--- config.mk ---
export PLATFORM = sky130hd
export DESIGN_NAME = jedro_1_ifu
export DESIGN_NICKNAME = d
export VERILOG_FILES = /design/src/rtl/jedro_1_ifu.sv
export SDC_FILE = /design/constraint.sdc
export NUM_CORES = 1
export LEC_CHECK = 0
export CAP_MARGIN = 20
export CORE_MARGIN = 2
export CORE_UTILIZATION = 49
export CTS_CLUSTER_SIZE = 16
export DETAILED_ROUTE_END_ITERATION = 12
export PLACE_DENSITY = 0.72
export SETUP_SLACK_MARGIN = 0.15
export SKIP_LAST_GASP = 1
export SLEW_MARGIN = 40
export SYNTH_ARGS = -nofsm -noshare
export SYNTH_HDL_FRONTEND = slang
export SYNTH_SLANG_ARGS = --single-unit
--- constraint.sdc ---
create_clock -name clk_i -period 3.35 [get_ports clk_i]
set_input_delay 0.67 -clock clk_i [delete_from_list [all_inputs] [get_ports clk_i]]
set_output_delay 0.67 -clock clk_i [all_outputs]
set_load 0.02 [all_outputs]
--- src/rtl/jedro_1_ifu.sv ---
// Instruction fetch unit for jedro_1: owns the PC, issues sequential reads to a
// fixed-latency RAM and buffers returned words in a prefetch FIFO for decode.
module jedro_1_ifu #(
  parameter int unsigned               DATA_WIDTH  = 32,
  parameter logic [DATA_WIDTH-1:0]     BOOT_ADDR   = 32'h0000_0000,
  parameter int unsigned               MEM_LATENCY = 1,
  parameter int unsigned               FIFO_DEPTH  = 4
) (
  input  logic                  clk_i,
  input  logic                  rstn_i,
  output logic                  ram_rsta_o,
  output logic                  ram_en_o,
  output logic [DATA_WIDTH-1:0] ram_addr_o,
  input  logic [DATA_WIDTH-1:0] ram_data_i,
  input  logic                  jmp_i,
  input  logic [DATA_WIDTH-1:0] jmp_addr_i,
  output logic                  instr_valid_o,
  input  logic                  instr_ready_i,
  output logic [DATA_WIDTH-1:0] instr_o,
  output logic [DATA_WIDTH-1:0] instr_addr_o,
  output logic                  misalign_o
);

  localparam int unsigned PTR_W = $clog2(FIFO_DEPTH);
  localparam int unsigned CNT_W = $clog2(FIFO_DEPTH + MEM_LATENCY + 1);

  if (MEM_LATENCY < 1 || MEM_LATENCY > 4) begin : g_bad_latency
    $error("jedro_1_ifu: MEM_LATENCY must be in 1..4");
  end
  if (FIFO_DEPTH < MEM_LATENCY + 2) begin : g_bad_depth
    $error("jedro_1_ifu: FIFO_DEPTH must be at least MEM_LATENCY+2");
  end
  if ((FIFO_DEPTH & (FIFO_DEPTH - 1)) != 0) begin : g_bad_pow2
    $error("jedro_1_ifu: FIFO_DEPTH must be a power of two");
  end
  if (BOOT_ADDR[1:0] != 2'b00) begin : g_bad_boot
    $error("jedro_1_ifu: BOOT_ADDR must be word aligned");
  end

  logic [DATA_WIDTH-1:0]  pc_q, pc_d;
  logic [MEM_LATENCY-1:0] stage_vld_q, stage_vld_d;
  logic [DATA_WIDTH-1:0]  stage_addr_q [MEM_LATENCY];
  logic [DATA_WIDTH-1:0]  stage_addr_d [MEM_LATENCY];
  logic [DATA_WIDTH-1:0]  fifo_instr_q [FIFO_DEPTH];
  logic [DATA_WIDTH-1:0]  fifo_instr_d [FIFO_DEPTH];
  logic [DATA_WIDTH-1:0]  fifo_addr_q  [FIFO_DEPTH];
  logic [DATA_WIDTH-1:0]  fifo_addr_d  [FIFO_DEPTH];
  logic [PTR_W-1:0]       rd_ptr_q, rd_ptr_d;
  logic [PTR_W-1:0]       wr_ptr_q, wr_ptr_d;
  logic [CNT_W-1:0]       fifo_cnt_q, fifo_cnt_d;
  logic                   misalign_q, misalign_d;

  logic [CNT_W-1:0]       inflight_cnt;
  logic [CNT_W-1:0]       occupancy;
  logic                   push;
  logic                   pop;

  // Credit counts only registered state, so a same-cycle pop never frees a slot early.
  always_comb begin
    inflight_cnt = '0;
    for (int i = 0; i < MEM_LATENCY; i++) begin
      inflight_cnt = inflight_cnt + CNT_W'(stage_vld_q[i]);
    end
  end

  assign occupancy     = fifo_cnt_q + inflight_cnt;
  assign ram_en_o      = rstn_i & ~jmp_i & (occupancy < CNT_W'(FIFO_DEPTH));
  assign ram_addr_o    = pc_q;
  assign ram_rsta_o    = ~rstn_i;
  assign instr_valid_o = (fifo_cnt_q != '0);
  assign instr_o       = fifo_instr_q[rd_ptr_q];
  assign instr_addr_o  = fifo_addr_q[rd_ptr_q];
  assign misalign_o    = misalign_q;
  assign push          = stage_vld_q[MEM_LATENCY-1] & ~jmp_i;
  assign pop           = instr_valid_o & instr_ready_i;

  always_comb begin
    pc_d         = pc_q;
    stage_vld_d  = stage_vld_q;
    stage_addr_d = stage_addr_q;
    fifo_instr_d = fifo_instr_q;
    fifo_addr_d  = fifo_addr_q;
    rd_ptr_d     = rd_ptr_q;
    wr_ptr_d     = wr_ptr_q;
    misalign_d   = 1'b0;

    stage_vld_d[0]  = ram_en_o;
    stage_addr_d[0] = pc_q;
    for (int k = 1; k < MEM_LATENCY; k++) begin
      stage_vld_d[k]  = stage_vld_q[k-1];
      stage_addr_d[k] = stage_addr_q[k-1];
    end
    if (ram_en_o) begin
      pc_d = pc_q + DATA_WIDTH'(4);
    end

    if (push) begin
      fifo_instr_d[wr_ptr_q] = ram_data_i;
      fifo_addr_d[wr_ptr_q]  = stage_addr_q[MEM_LATENCY-1];
      wr_ptr_d               = wr_ptr_q + PTR_W'(1);
    end
    if (pop) begin
      rd_ptr_d = rd_ptr_q + PTR_W'(1);
    end
    fifo_cnt_d = fifo_cnt_q + CNT_W'(push) - CNT_W'(pop);

    // A redirect drops everything fetched so far, including a word landing this cycle.
    if (jmp_i) begin
      stage_vld_d = '0;
      rd_ptr_d    = '0;
      wr_ptr_d    = '0;
      fifo_cnt_d  = '0;
      pc_d        = {jmp_addr_i[DATA_WIDTH-1:2], 2'b00};
      misalign_d  = |jmp_addr_i[1:0];
    end
  end

  always_ff @(posedge clk_i or negedge rstn_i) begin
    if (!rstn_i) begin
      pc_q        <= BOOT_ADDR;
      stage_vld_q <= '0;
      for (int i = 0; i < MEM_LATENCY; i++) begin
        stage_addr_q[i] <= '0;
      end
      for (int i = 0; i < FIFO_DEPTH; i++) begin
        fifo_instr_q[i] <= '0;
        fifo_addr_q[i]  <= '0;
      end
      rd_ptr_q   <= '0;
      wr_ptr_q   <= '0;
      fifo_cnt_q <= '0;
      misalign_q <= 1'b0;
    end else begin
      pc_q         <= pc_d;
      stage_vld_q  <= stage_vld_d;
      stage_addr_q <= stage_addr_d;
      fifo_instr_q <= fifo_instr_d;
      fifo_addr_q  <= fifo_addr_d;
      rd_ptr_q     <= rd_ptr_d;
      wr_ptr_q     <= wr_ptr_d;
      fifo_cnt_q   <= fifo_cnt_d;
      misalign_q   <= misalign_d;
    end
  end

endmodule
### Word level (Yosys, flattened, before mapping)

Cells that the tools add are included.

* register bits after elaboration: 329
* bits in latches: 0
* RAM bits: 0
* memory bits (read-only): 0
* output and inout bits: 100
* logic and storage cells: 58
* memories: 0

* $add $sub $neg: 6
* multipliers: 0
* divide/modulo/power cells: 0
* $lt $le $gt $ge: 4
* equal/unequal tests: 0
* shift-type cells: 0
* multiplexer cells: 19
* bitwise logic cells: 8
* reduce and logical (&&, ||, !) cells: 6

Operators by type and width (number)
* bitwise mux 128 bit: 2
* 2-to-1 mux 32 bit: 7
* binary-select mux 32 bit (select 2 bit): 2
* demux 32 bit (select 2 bit): 1
* adder 32 x 3 -> 32 bit (second input constant): 1
* 2-to-1 mux 2 bit: 4
* adder 3 x 1 -> 3 bit: 2
* greater-or-equal comparator 3 bit (second input constant): 2
* inverter 2 -> 3 bit: 2
* nonzero test 2 bit: 3
* adder 2 x 1 -> 2 bit (second input constant): 2
* bitwise AND 1 bit: 4
* less-than comparator 3 x 1 -> 1 bit (second input constant): 1
* less-than comparator 3 bit (second input constant): 1
* 2-to-1 mux 3 bit: 1
* nonzero test 3 bit: 1
* subtractor 3 x 1 -> 3 bit: 1
* 2-to-1 mux 1 bit: 2
* inverter 1 bit: 2
* OR reduction 2 bit: 1
* logical AND 1 bit: 1

### Longest topological paths before layout

* word-level depth: 6
* mapped depth: 10

### Worst setup path before layout

Ideal clock, no wire load.

* path kind: flip-flop to flip-flop
* start: register fifo_cnt_q[1]
* end: register fifo_cnt_q[2]
* arrival: 2.182 ns
* data required time: 3.218 ns
* slack: 1.036 ns
* stages on the path, launching flop included: 10
* clock period less this slack: 2.314 ns
* path through: dfrtp_1 or3_1 and2_1 ha_1 inv_1 ha_1 inv_1 fa_1 xnor2_1 nor2_1

* cells in the longest elaborated chain, start to end: 4

RTL lines
* start, declared: line 50 `logic [CNT_W-1:0] fifo_cnt_q, fifo_cnt_d;`
* start signal, assigned: line 141 `fifo_cnt_q <= fifo_cnt_d;`
* nonzero test 3 bit: line 70 `assign instr_valid_o = (fifo_cnt_q != '0);`
* net instr_valid_o: line 17 `output logic instr_valid_o,`
* bitwise AND 1 bit: line 75 `assign pop = instr_valid_o & instr_ready_i;`
* subtractor 3 x 1 -> 3 bit: line 105 `fifo_cnt_d = fifo_cnt_q + CNT_W'(push) - CNT_W'(pop);`
* 2-to-1 mux 3 bit: line 108 `if (jmp_i) begin`
* net fifo_cnt_d[2]: line 50

The timed path passes the listed nets, and every way through them passes these cells.
A chain may end at the register's enable or synchronous reset.

### Worst setup path in the final report

* start: input port rstn_i
* end: output port ram_en_o

* cells in the longest elaborated chain, start to end: 2

RTL lines
* start, declared: line 10 `input logic rstn_i,`
* bitwise AND 1 bit (2 in series): line 67 `assign ram_en_o = rstn_i & ~jmp_i & (occupancy < CNT_W'(FIFO_DEPTH));`
* end, declared: line 12 `output logic ram_en_o,`

Every way passes these cells.

==> reports/qor.yml <==
synth_top_area_frac: 0.577
clock_skew_ns: 0.0211
cts_resized: 0
fin_cells: 1465
numCtsBuffers: 35
clkSinkCount: 317
crit_required_ns: 2.68
drc_errors: 0
initial_core_util: 0.496
firstDrtPassIters: 4
rsz0062_at_grt: "false"
synth_cell_types: 46
fillers: 2090
synthArstFlopShare: 1.00
use_met2: 0.335
finalNetCount: 1139
path_class: "primary input to output pin"
hold_path.class: "primary input to register"
final.min_clock_period_ns: 3.08
dp.cells: 1399
grt-ovfl-total: 0
top_usage_layer: "met2"
drive_gt1_frac: 0.377
routed_via_density: 5.48
clock_latency_ns: 0.51
synth.area.top_cells: "dfrtp_1 58%, mux2_2 20%, mux4_2 10%"
placed_cell_area_sq_um: 15900
cp.arrival_ns: 2.41
max_freq_ghz: 0.324
die_w_um: 171
final_common_cell: "dfrtp_1"
diodes: 0
maxSlewViolCount: 0
io_pins: 168
power.leakage_nw: 7.57
met1_usage: 0.293
status: "finished, final reports clean"
fin_area_sq_um: 17100
synth_top_cell_by_area: "dfrtp_1"
wl_per_cell_um: 19.9
p_per_area_nw_per_um2: 825
grt_antenna_before_repair: 0
ys_seq_area_frac: 0.577
fin_crit_sh: 0.920
ys_warn_count: 0
utilization: 0.617
routed_wirelength_um: 29200
area_growth_pct: 24.3
core_area_sq_um: 27700
clockBufferDepth: 3
grt_usage: 0.207
slew_headroom: 0.499
cts-root-buf: "clkbuf_16"
setup_viol: 0
worst_pin_slew_ns: 0.752
vias: 8034
globalplace.congestion: 0.796
cts_tree: "done"
power_w: 0.0141
num_rows: 61
fp.dieArea_sq_um: 29400
synth_edf_count: 0
first_global_vias: 8462
worstSetupStartpointType: "primary input"
ys.flop_type: "dfrtp_1"
die_h_um: 171
final_cell_mix: "315 x dfrtp_1, 248 x mux2_2, 161 x clkdlybuf4s50_1"
io_buffers: 163
path_max_fanout: 16
drtAntennaViolNets: 0
cp-end-kind: "output pin"
clk_pin_slew_ns: 0.06
setup_tns_ns: 0
avgSynthCellArea_sq_um: 15.4
synth_cells: 892
h-tree-depth: 2
hold_violations: 0
netlist_area_sq_um: 13700
grtUsageMet3: 0.0414
drt_first_iter_violations: 437
irDropWorstVdd_uv: 401
grt_pass1_wl_um: 47200
grt_max_degree: 145
drv_cap: 0
hpwl_um: 18500
ys_ff_latch: 317
[registers in the layout (all words and copies together) (netlist names)]
| signal | cells |
|---|---|
| fifo_instr_q | 128 |
| fifo_addr_q | 120 |
| ram_addr_o | 30 |
| stage_addr_q | 30 |
| fifo_cnt_q | 3 |
| rd_ptr_q | 2 |
| wr_ptr_q | 2 |
| misalign_o | 1 |
| stage_vld_q | 1 |
[cells in the mapped netlist, types with 8 or more instances]
cell type	instances
xnor2_1	18
o21ai_1	15
nor4_2	8
xor2_1	9
inv_1	9
nand3_1	14
clkbuf_1	16
buf_2	31
dfrtp_1	317
mux2_2	248
nand2_1	41
nor2_1	16
mux4_2	62
o21ai_0	12
[metal layers]
metal | vias to the layer above | wire, um | part of all wire
li1 | 3597 | - | -
met2 | 220 | 14200 | 0.49
met1 | 4185 | 13100 | 0.45
met3 | 32 | 1570 | 0.054
met4 | 0 | 376 | 0.013
met5 | - | 0 | 0
[what timing repair did]
item	in CTS	in global routing
hold buffers	1	0
hold endpoints to repair	9	0
buffers inserted	2	1
endpoints found under the setup margin	51	22
[layout make-up]
type,instances,area [sq um],share of cell area
sequential,317,7940,0.465
multi-input combinational,514,5540,0.324
timing repair buffer,185,1940,0.114
clock buffer,48,995,0.0582
tap,378,473,0.0277
clock inverter,13,156,0.00916
inverter,10,37.5,0.00220
[path summary, 6_finish.rpt]
check | slack [ns] | startpoint | endpoint | depth (start not counted)
worst min-delay path | 0.47 | jmp_i | ram_addr_o[30] | 3
worst min register to register | 0.47 | ram_addr_o[27] | stage_addr_q[27] | 0
max in group asynchronous | 1.22 | rstn_i | fifo_instr_q[104] | 5
worst max register to register | 1.04 | ram_addr_o[13] | ram_addr_o[23] | 5
worst max-delay path | 0.27 | rstn_i | ram_en_o | 5
min in group asynchronous | 0.56 | rstn_i | ram_addr_o[10] | 2
[cell families after synthesis]
family / after synthesis / synth area share
mux: 313 / 0.307
simple gates: 124 / 0.0516
other cells: 1 / 0.000273
compound gates: 37 / 0.0150
buf+inv: 64 / 0.0225
xor+xnor: 28 / 0.0184
flops: 317 / 0.577
fa+ha+maj: 8 / 0.00783
[metrics by stage]
step | hold slack (ns) | setup slack [ns]
after floorplan | 0.374 | 1.04
after global placement | 0.451 | 0.644
after detailed placement | 0.449 | 0.619
after CTS | 0.443 | 0.174
after global routing | 0.473 | 0.207
final | 0.466 | 0.267
[where the power goes]
| group | total [W] | switching [W] | internal (W) | leakage [nW] |
|---|---|---|---|---|
| clock | 0.00380 | 0.00149 | 0.00231 | 0.565 |
| sequential | 0.00546 | 0.000622 | 0.00484 | 4.08 |
| combinational | 0.00484 | 0.00206 | 0.00278 | 2.92 |
| total | 0.0141 | 0.00417 | 0.00993 | 7.57 |
[critical path: stages]
cell             delay, ns
dlygate4sd3_1         0.56
buf_8                 0.18
inv_1                 0.15
nor3_1                0.21
clkdlybuf4s50_1       0.63
Power figures use the tool's default switching activity.
